`config.mk`:
```
export PLATFORM = sky130hd
export DESIGN_NAME = mips_multicycle_controller
export DESIGN_NICKNAME = d
export VERILOG_FILES = /design/src/rtl/mips_ctrl_pkg.sv /design/src/rtl/mips_multicycle_controller.sv
export SDC_FILE = /design/constraint.sdc
export NUM_CORES = 1
export LEC_CHECK = 0
export CELL_PAD_IN_SITES_DETAIL_PLACEMENT = 0
export CELL_PAD_IN_SITES_GLOBAL_PLACEMENT = 1
export CORE_AREA = 2 2 40 57
export CTS_BUF_LIST = sky130_fd_sc_hd__clkbuf_8
export DETAILED_ROUTE_END_ITERATION = 16
export DIE_AREA = 0 0 42 59
export HOLD_SLACK_MARGIN = 0.1
export PLACE_DENSITY_LB_ADDON = 0.1
export SLEW_MARGIN = 20
export SYNTH_ARGS = -nofsm -noshare
export SYNTH_HDL_FRONTEND = slang
export SYNTH_SLANG_ARGS = --single-unit
```
`constraint.sdc`:
```
create_clock -name CLK -period 1.4 [get_ports CLK]
set_input_delay 0.42 -clock CLK [delete_from_list [all_inputs] [get_ports CLK]]
set_output_delay 0.42 -clock CLK [all_outputs]
set_load 0.05 [all_outputs]
```
`src/rtl/mips_ctrl_pkg.sv`:
```
// Shared encodings for the multicycle MIPS main controller and its ALU decoder.
// MIPS_CTRL_BNE_EN adds the BRANCHNE state for bne support.
package mips_ctrl_pkg;

  localparam int unsigned STATE_BITS = 4;

  typedef enum logic [STATE_BITS-1:0] {
    ST_FETCH    = 4'd0,
    ST_DECODE   = 4'd1,
    ST_MEMADR   = 4'd2,
    ST_MEMREAD  = 4'd3,
    ST_MEMWB    = 4'd4,
    ST_MEMWRITE = 4'd5,
    ST_EXECUTE  = 4'd6,
    ST_ALUWB    = 4'd7,
    ST_BRANCH   = 4'd8,
    ST_ADDIEXEC = 4'd9,
    ST_ADDIWB   = 4'd10,
`ifdef MIPS_CTRL_BNE_EN
    ST_JUMP     = 4'd11,
    ST_BRANCHNE = 4'd12
`else
    ST_JUMP     = 4'd11
`endif
  } ctrl_state_t;

  localparam logic [5:0] OP_RTYPE = 6'b000000;
  localparam logic [5:0] OP_J     = 6'b000010;
  localparam logic [5:0] OP_BEQ   = 6'b000100;
  localparam logic [5:0] OP_BNE   = 6'b000101;
  localparam logic [5:0] OP_ADDI  = 6'b001000;
  localparam logic [5:0] OP_LW    = 6'b100011;
  localparam logic [5:0] OP_SW    = 6'b101011;

  localparam logic [1:0] ALUOP_ADD   = 2'b00;
  localparam logic [1:0] ALUOP_SUB   = 2'b01;
  localparam logic [1:0] ALUOP_FUNCT = 2'b10;

  localparam logic [1:0] SRCB_REG     = 2'b00;
  localparam logic [1:0] SRCB_FOUR    = 2'b01;
  localparam logic [1:0] SRCB_IMM     = 2'b10;
  localparam logic [1:0] SRCB_IMM_SH2 = 2'b11;

  localparam logic [1:0] PCSRC_ALU    = 2'b00;
  localparam logic [1:0] PCSRC_ALUOUT = 2'b01;
  localparam logic [1:0] PCSRC_JUMP   = 2'b10;

endpackage

```
`src/rtl/mips_multicycle_controller.sv`:
```
// Main control FSM of the multicycle MIPS core: Moore-decoded datapath controls.
// Define MIPS_CTRL_BNE_EN to route opcode 000101 through the BRANCHNE state.
module mips_multicycle_controller
  import mips_ctrl_pkg::*;
#(
  parameter int unsigned STATE_WIDTH = 4
) (
  input  logic       CLK,
  input  logic       RST,
  input  logic [5:0] Ctrl_Opcode,
  input  logic       Ctrl_Zero,
  output logic       Ctrl_IorD,
  output logic       Ctrl_MemWrite,
  output logic       Ctrl_IRWrite,
  output logic       Ctrl_RegDst,
  output logic       Ctrl_MemtoReg,
  output logic       Ctrl_RegWrite,
  output logic       Ctrl_ALUSrcA,
  output logic [1:0] Ctrl_ALUSrcB,
  output logic [1:0] Ctrl_PCSrc,
  output logic [1:0] Ctrl_ALUOp,
  output logic       Ctrl_PCEn
);

  logic [STATE_WIDTH-1:0] state_q;
  ctrl_state_t            state;
  ctrl_state_t            state_next;

  logic       iord, mem_write, ir_write, reg_dst, memto_reg, reg_write, alu_src_a;
  logic [1:0] alu_src_b, pc_src, alu_op;
  logic       pc_write, branch, branch_ne;

  assign state = ctrl_state_t'(state_q);

  always_ff @(posedge CLK or negedge RST) begin
    if (!RST) state_q <= STATE_WIDTH'(ST_FETCH);
    else      state_q <= STATE_WIDTH'(state_next);
  end

  always_comb begin
    state_next = ST_FETCH;
    case (state)
      ST_FETCH: state_next = ST_DECODE;
      ST_DECODE: begin
        case (Ctrl_Opcode)
          OP_LW, OP_SW: state_next = ST_MEMADR;
          OP_RTYPE:     state_next = ST_EXECUTE;
          OP_BEQ:       state_next = ST_BRANCH;
          OP_ADDI:      state_next = ST_ADDIEXEC;
          OP_J:         state_next = ST_JUMP;
`ifdef MIPS_CTRL_BNE_EN
          OP_BNE:       state_next = ST_BRANCHNE;
`endif
          default:      state_next = ST_FETCH;
        endcase
      end
      ST_MEMADR: begin
        if (Ctrl_Opcode == OP_LW)      state_next = ST_MEMREAD;
        else if (Ctrl_Opcode == OP_SW) state_next = ST_MEMWRITE;
        else                           state_next = ST_FETCH;
      end
      ST_MEMREAD:  state_next = ST_MEMWB;
      ST_EXECUTE:  state_next = ST_ALUWB;
      ST_ADDIEXEC: state_next = ST_ADDIWB;
      default:     state_next = ST_FETCH;
    endcase
  end

  always_comb begin
    iord      = 1'b0;
    mem_write = 1'b0;
    ir_write  = 1'b0;
    reg_dst   = 1'b0;
    memto_reg = 1'b0;
    reg_write = 1'b0;
    alu_src_a = 1'b0;
    alu_src_b = SRCB_REG;
    pc_src    = PCSRC_ALU;
    alu_op    = ALUOP_ADD;
    pc_write  = 1'b0;
    branch    = 1'b0;
    branch_ne = 1'b0;
    case (state)
      ST_FETCH: begin
        alu_src_b = SRCB_FOUR;
        ir_write  = 1'b1;
        pc_write  = 1'b1;
      end
      ST_DECODE: alu_src_b = SRCB_IMM_SH2;
      ST_MEMADR, ST_ADDIEXEC: begin
        alu_src_a = 1'b1;
        alu_src_b = SRCB_IMM;
      end
      ST_MEMREAD: iord = 1'b1;
      ST_MEMWB: begin
        memto_reg = 1'b1;
        reg_write = 1'b1;
      end
      ST_MEMWRITE: begin
        iord      = 1'b1;
        mem_write = 1'b1;
      end
      ST_EXECUTE: begin
        alu_src_a = 1'b1;
        alu_op    = ALUOP_FUNCT;
      end
      ST_ALUWB: begin
        reg_dst   = 1'b1;
        reg_write = 1'b1;
      end
      ST_BRANCH: begin
        alu_src_a = 1'b1;
        alu_op    = ALUOP_SUB;
        pc_src    = PCSRC_ALUOUT;
        branch    = 1'b1;
      end
`ifdef MIPS_CTRL_BNE_EN
      ST_BRANCHNE: begin
        alu_src_a = 1'b1;
        alu_op    = ALUOP_SUB;
        pc_src    = PCSRC_ALUOUT;
        branch_ne = 1'b1;
      end
`endif
      ST_ADDIWB: reg_write = 1'b1;
      ST_JUMP: begin
        pc_src   = PCSRC_JUMP;
        pc_write = 1'b1;
      end
      default: ;
    endcase
  end

  // Gate with RST so that reset silences the datapath in the same cycle it is asserted,
  // even though the state register already holds FETCH.
  assign Ctrl_IorD     = RST & iord;
  assign Ctrl_MemWrite = RST & mem_write;
  assign Ctrl_IRWrite  = RST & ir_write;
  assign Ctrl_RegDst   = RST & reg_dst;
  assign Ctrl_MemtoReg = RST & memto_reg;
  assign Ctrl_RegWrite = RST & reg_write;
  assign Ctrl_ALUSrcA  = RST & alu_src_a;
  assign Ctrl_ALUSrcB  = RST ? alu_src_b : 2'b00;
  assign Ctrl_PCSrc    = RST ? pc_src : 2'b00;
  assign Ctrl_ALUOp    = RST ? alu_op : 2'b00;
  assign Ctrl_PCEn     = RST & (pc_write | (branch & Ctrl_Zero) | (branch_ne & ~Ctrl_Zero));

endmodule

```
Word level (Yosys, flattened, before mapping)
Index checks and enable logic that the tools add are counted.
{"block": "totals", "ff_bits": 4, "latchBits": 0, "ram_bits": 0, "mem_bits_ro": 0, "inputBits": 9, "out_inout_bits": 14, "mem_count": 0}
{"block": "op_classes", "add_sub_neg": 0, "mul": 0, "div_mod_pow": 0, "n_lt_le_gt_ge": 0, "eq_ne": 16, "n_shift": 0, "muxes": 19, "bitwise": 10, "n_reduce_logical": 8}
{"op": "4-bit one-hot mux with 6 select lines", "n": 1}
{"op": "4-bit one-hot mux with 5 select lines", "n": 1}
{"op": "4-bit by 3-bit == test with 1-bit output, second input constant", "n": 4}
{"op": "4-bit == test, second input constant", "n": 4}
{"op": "6-bit == test, second input constant", "n": 2}
{"op": "1-bit bitwise AND", "n": 9}
{"op": "1-bit 2-to-1 mux", "n": 9}
{"op": "4-bit by 2-bit == test with 1-bit output, second input constant", "n": 2}
{"op": "2-bit one-hot mux with 2 select lines", "n": 2}
{"op": "2-bit OR reduction", "n": 4}
{"op": "6-bit by 2-bit == test with 1-bit output, second input constant", "n": 1}
{"op": "6-bit by 3-bit == test with 1-bit output, second input constant", "n": 1}
{"op": "6-bit by 4-bit == test with 1-bit output, second input constant", "n": 1}
{"op": "6-bit logical NOT", "n": 1}
{"op": "2-bit 2-to-1 mux", "n": 3}
{"op": "3-bit 2-to-1 mux", "n": 2}
{"op": "2-bit one-hot mux with 3 select lines", "n": 1}
{"op": "4-bit by 1-bit == test with 1-bit output, second input constant", "n": 1}
{"op": "4-bit logical NOT", "n": 1}
{"op": "4-bit OR reduction", "n": 1}
{"op": "3-bit OR reduction", "n": 1}
{"op": "1-bit bitwise OR", "n": 1}

Depth between registers and ports, before layout
{"block": "logic_depth", "word_depth": 5, "mapped_depth": 4, "depth_no_buf": 3}

Least setup slack after synthesis
OpenSTA, ideal clock, no wires.
{"block": "synth_timing", "path_kind": "reg-to-output", "from": "register state_q[1], in the netlist state[1]", "to": "output port Ctrl_IRWrite", "arrival_ns": 1.804, "required_ns": 0.980, "path_slack_ns": -0.824, "stages_incl_launch_ff": 5, "path_cell_list": "dfrtp_1 -> buf_2 -> nor2_1 -> nand2_1 -> nor3_1"}
{"block": "synth_between", "elab_chain_len": 3}
{"item": "start: declaration", "line_no": "mips_multicycle_controller.sv:25", "rtl": "logic [STATE_WIDTH-1:0] state_q;"}
{"item": "start signal: assignment", "line_no": "mips_multicycle_controller.sv:36", "rtl": "if (!RST) state_q <= STATE_WIDTH'(ST_FETCH);"}
{"item": "start signal: assignment", "line_no": "mips_multicycle_controller.sv:37", "rtl": "else state_q <= STATE_WIDTH'(state_next);"}
{"item": "4-bit logical NOT", "line_no": "mips_multicycle_controller.sv:83", "rtl": "case (state)"}
{"item": "1-bit 2-to-1 mux", "line_no": "mips_multicycle_controller.sv:83"}
{"item": "1-bit bitwise AND", "line_no": "mips_multicycle_controller.sv:138", "rtl": "assign Ctrl_IRWrite = RST & ir_write;"}
{"item": "end: declaration", "line_no": "mips_multicycle_controller.sv:14", "rtl": "output logic Ctrl_IRWrite,"}
No other way between the ends.

Final worst setup path
{"block": "layout_timing", "from": "register state_q[1], in the netlist state[1]", "to": "output port Ctrl_RegWrite"}
{"block": "layout_between", "elab_chain_len": 4, "elab_cells_between_ends": 6, "classes_between": "3 x eq/ne; 1 x mux; 1 x bitwise; 1 x reduce/logical"}
{"item": "4-bit == test / 4-bit by 3-bit == test with 1-bit output (equally long branches)", "line_no": "mips_multicycle_controller.sv:83"}
{"item": "3-bit OR reduction (no source line) (*)"}
{"item": "1-bit 2-to-1 mux (*)", "line_no": "mips_multicycle_controller.sv:83"}
{"item": "1-bit bitwise AND (*)", "line_no": "mips_multicycle_controller.sv:141", "rtl": "assign Ctrl_RegWrite = RST & reg_write;"}
{"item": "end: declaration", "line_no": "mips_multicycle_controller.sv:17", "rtl": "output logic Ctrl_RegWrite,"}
Every way passes the cells marked *; elsewhere a longest branch is shown, timed or not.

==> metrics <==
synthesized flop and latch total=4; CP Data Required Time=0.98 ns; share of cells above drive strength 1=0.748; total number of vias=696; non-filler cells in the finished layout=140; Final period util=1.27; Post-Syn Area=472 um^2; worst hold slack=0.368 ns; post-synth top area cell=dfrtp_1; Hold-fix buffers, CTS=0; Arrival @ worst endpoint=1.36 ns; crit path max fanout=5; top post-synthesis cells by area=dfrtp_1 (21%), nor2_1 (11%), buf_6 (7.2%), nand2b_1 (6.6%), nand3_1 (6.4%); RSZ-0062 raised after global routing=true; worst skew pair latency=0.21 ns; largest net degree at the start of global routing=8; diode count=0; slowest CP cell=dfrtp_2; antenna-violating nets left=0; Max-slew headroom=0.813; FP Rows=19; Peak VDD IR=0.685 mV; cells after synthesis=65; WL per Instance=13.3 um; post-layout instance area=1420 um^2; final setup TNS=-4.39 ns; Placeable Area=1930 um^2; critical path class=flip-flop to output pin; CP endpoint kind=output pin; overall fraction of global-route tracks in use=0.167; IO Pins=23; setup slack after layout=-0.383 ns; Fmax achieved=561 MHz; max reg flops=4; die width=42 um; Max Transition Viols Final=0; LEAKAGE=0.546 nW; Residual DRC=0; Port Buffers=22; Starting Density=0.245; final clock skew=0.00177 ns; Clock Path Buffers=2; Root Buffer=clkbuf_8; router iterations before antenna repair=3; top cell type's share of synthesized area=0.212; Total Wirelength=1.87 mm; Hold Path Class=input pin to asynchronous set/reset pin; die area=2480 um^2; Synth cell types=28; Slew @ Worst Pin=0.280 ns; vias in the first global route=731; Yosys Warn Count=0; crit-path cells=nand2b_4 > and3b_1 > o21a_4 > buf_12; DP Area=1190 um^2; fin crit period=1.78 ns; post-layout net count=130; Crit path largest cell delay=0.46 ns; syn_nets=74; TritonCTS clock tree=yes; sequential element share of the synthesized area=0.212; Power, Total=1.64 mW; clock edge transition at the registers on the reported setup and hold paths=0.03 ns; synthesized area per cell=7.26 um^2; clock sinks=4; pwr/cell area=1160 nW/um^2; placed cells=131; Die Ht=59 um; DR vias/cell=4.97; antenna violations before repair=0; CTS HTree Levels=1; outcome=finished with violations; hpwl dp=1.41 mm; first-pass GRT wire length=3.16 mm; CTS buffer count=3; crit path launch type=flip-flop; Layout area overhead=201%; Final Setup Violations=14; 1st-iter DRT viols=8; final hold vios=0; failing checks=setup timing; gpl congestion=0.802; GRT overflow=0; Max Cap Violations=0
[routing by layer]
| layer | GRT usage | vias to the layer above | routed length (um) |
|---|---|---|---|
| li1 | - | 345 | - |
| met1 | 0.170 | 335 | 686 |
| met2 | 0.342 | 16 | 1150 |
| met3 | 0.0183 | 0 | 36 |
| met4 | 0.0553 | 0 | 0 |
| met5 | 0 | - | 0 |
[report_power, final]
group / switching, mW / internal, mW / leakage (nW)
clock network: 0.0529 / 0.183 / 0.0216
registers: 0.0314 / 0.141 / 0.0484
logic: 0.594 / 0.636 / 0.476
[layout make-up]
cell class | count | area (um^2)
inverter | 3 | 13.8
tap | 21 | 26.3
timing repair buffer | 55 | 676
multi-input combinational | 54 | 557
clock buffer | 3 | 41.3
sequential | 4 | 104
fill | 134 | 508
[Yosys cell counts (all sizes together)]
cell type  number
nor2           15
o22a            1
o21ai           1
nand4           1
and3b           1
nand2b          5
nand3           6
o211ai          1
nand2           2
a41oi           1
o21a            2
a211oi          2
buf             4
a221o           1
and3            1
o2111ai         1
xor2            1
nor3            4
dfrtp           4
xnor2           1
and2            1
o22ai           1
inv             3
a21oi           3
a311oi          1
a2111oi         1
[cell usage in the layout, fill, tap and decap left out, types with 2 or more instances in the layout]
master | Yosys | layout
dfrtp_2 | 0 | 3
nor2_1 | 14 | 4
nand3_4 | 0 | 2
buf_4 | 0 | 19
buf_6 | 3 | 11
a21oi_1 | 3 | 2
nor3_4 | 0 | 3
nand3_1 | 6 | 3
buf_12 | 0 | 16
nand2b_4 | 0 | 5
clkbuf_8 | 0 | 3
dlygate4sd2_1 | 0 | 6
nor2_4 | 1 | 10
[critical path: cells and delay by family (launching register included)]
kind | cells | cell delay, ns
AO/OA/AOI/OAI | 1 | 0.20
AND/OR/NAND/NOR | 2 | 0.35
flip-flops | 1 | 0.46
buffers and inverters | 1 | 0.14
[cell families (layout without fill, tap and decap cells)]
family | count (synthesis) | in the layout | share of synthesized area
simple gates | 36 | 36 | 0.382
compound gates | 16 | 16 | 0.263
xor+xnor | 2 | 2 | 0.0371
flops | 4 | 4 | 0.212
buf+inv | 7 | 61 | 0.106
[path summary, 6_finish.rpt]
kind                                 from             to  slack (ns)  cells past startpoint
setup reg to reg                 state[1]       state[0]        0.06                      5
max in group asynchronous             RST       state[3]        0.91                      3
hold reg to reg                  state[3]       state[0]        0.76                      3
hold / removal                        RST       state[0]        0.37                      3
min in group CLK           Ctrl_Opcode[4]       state[2]        0.74                      4
setup / recovery                 state[1]  Ctrl_RegWrite       -0.38                      4
[through the flow]
stage                      util  setup WS (ns)
after floorplan               -         -0.215
after global placement    0.617         -0.570
after detailed placement  0.617         -0.612
after CTS                 0.697         -0.400
after global routing      0.736         -0.417
final                     0.736         -0.383
[timing repair]
action | CTS | global route
buffers inserted | 4 | 3
endpoints found under the setup margin | 18 | 16
pin swaps | 16 | 7
gates resized for setup | 34 | 11
Note: power is estimated with default switching activity, not from simulation.
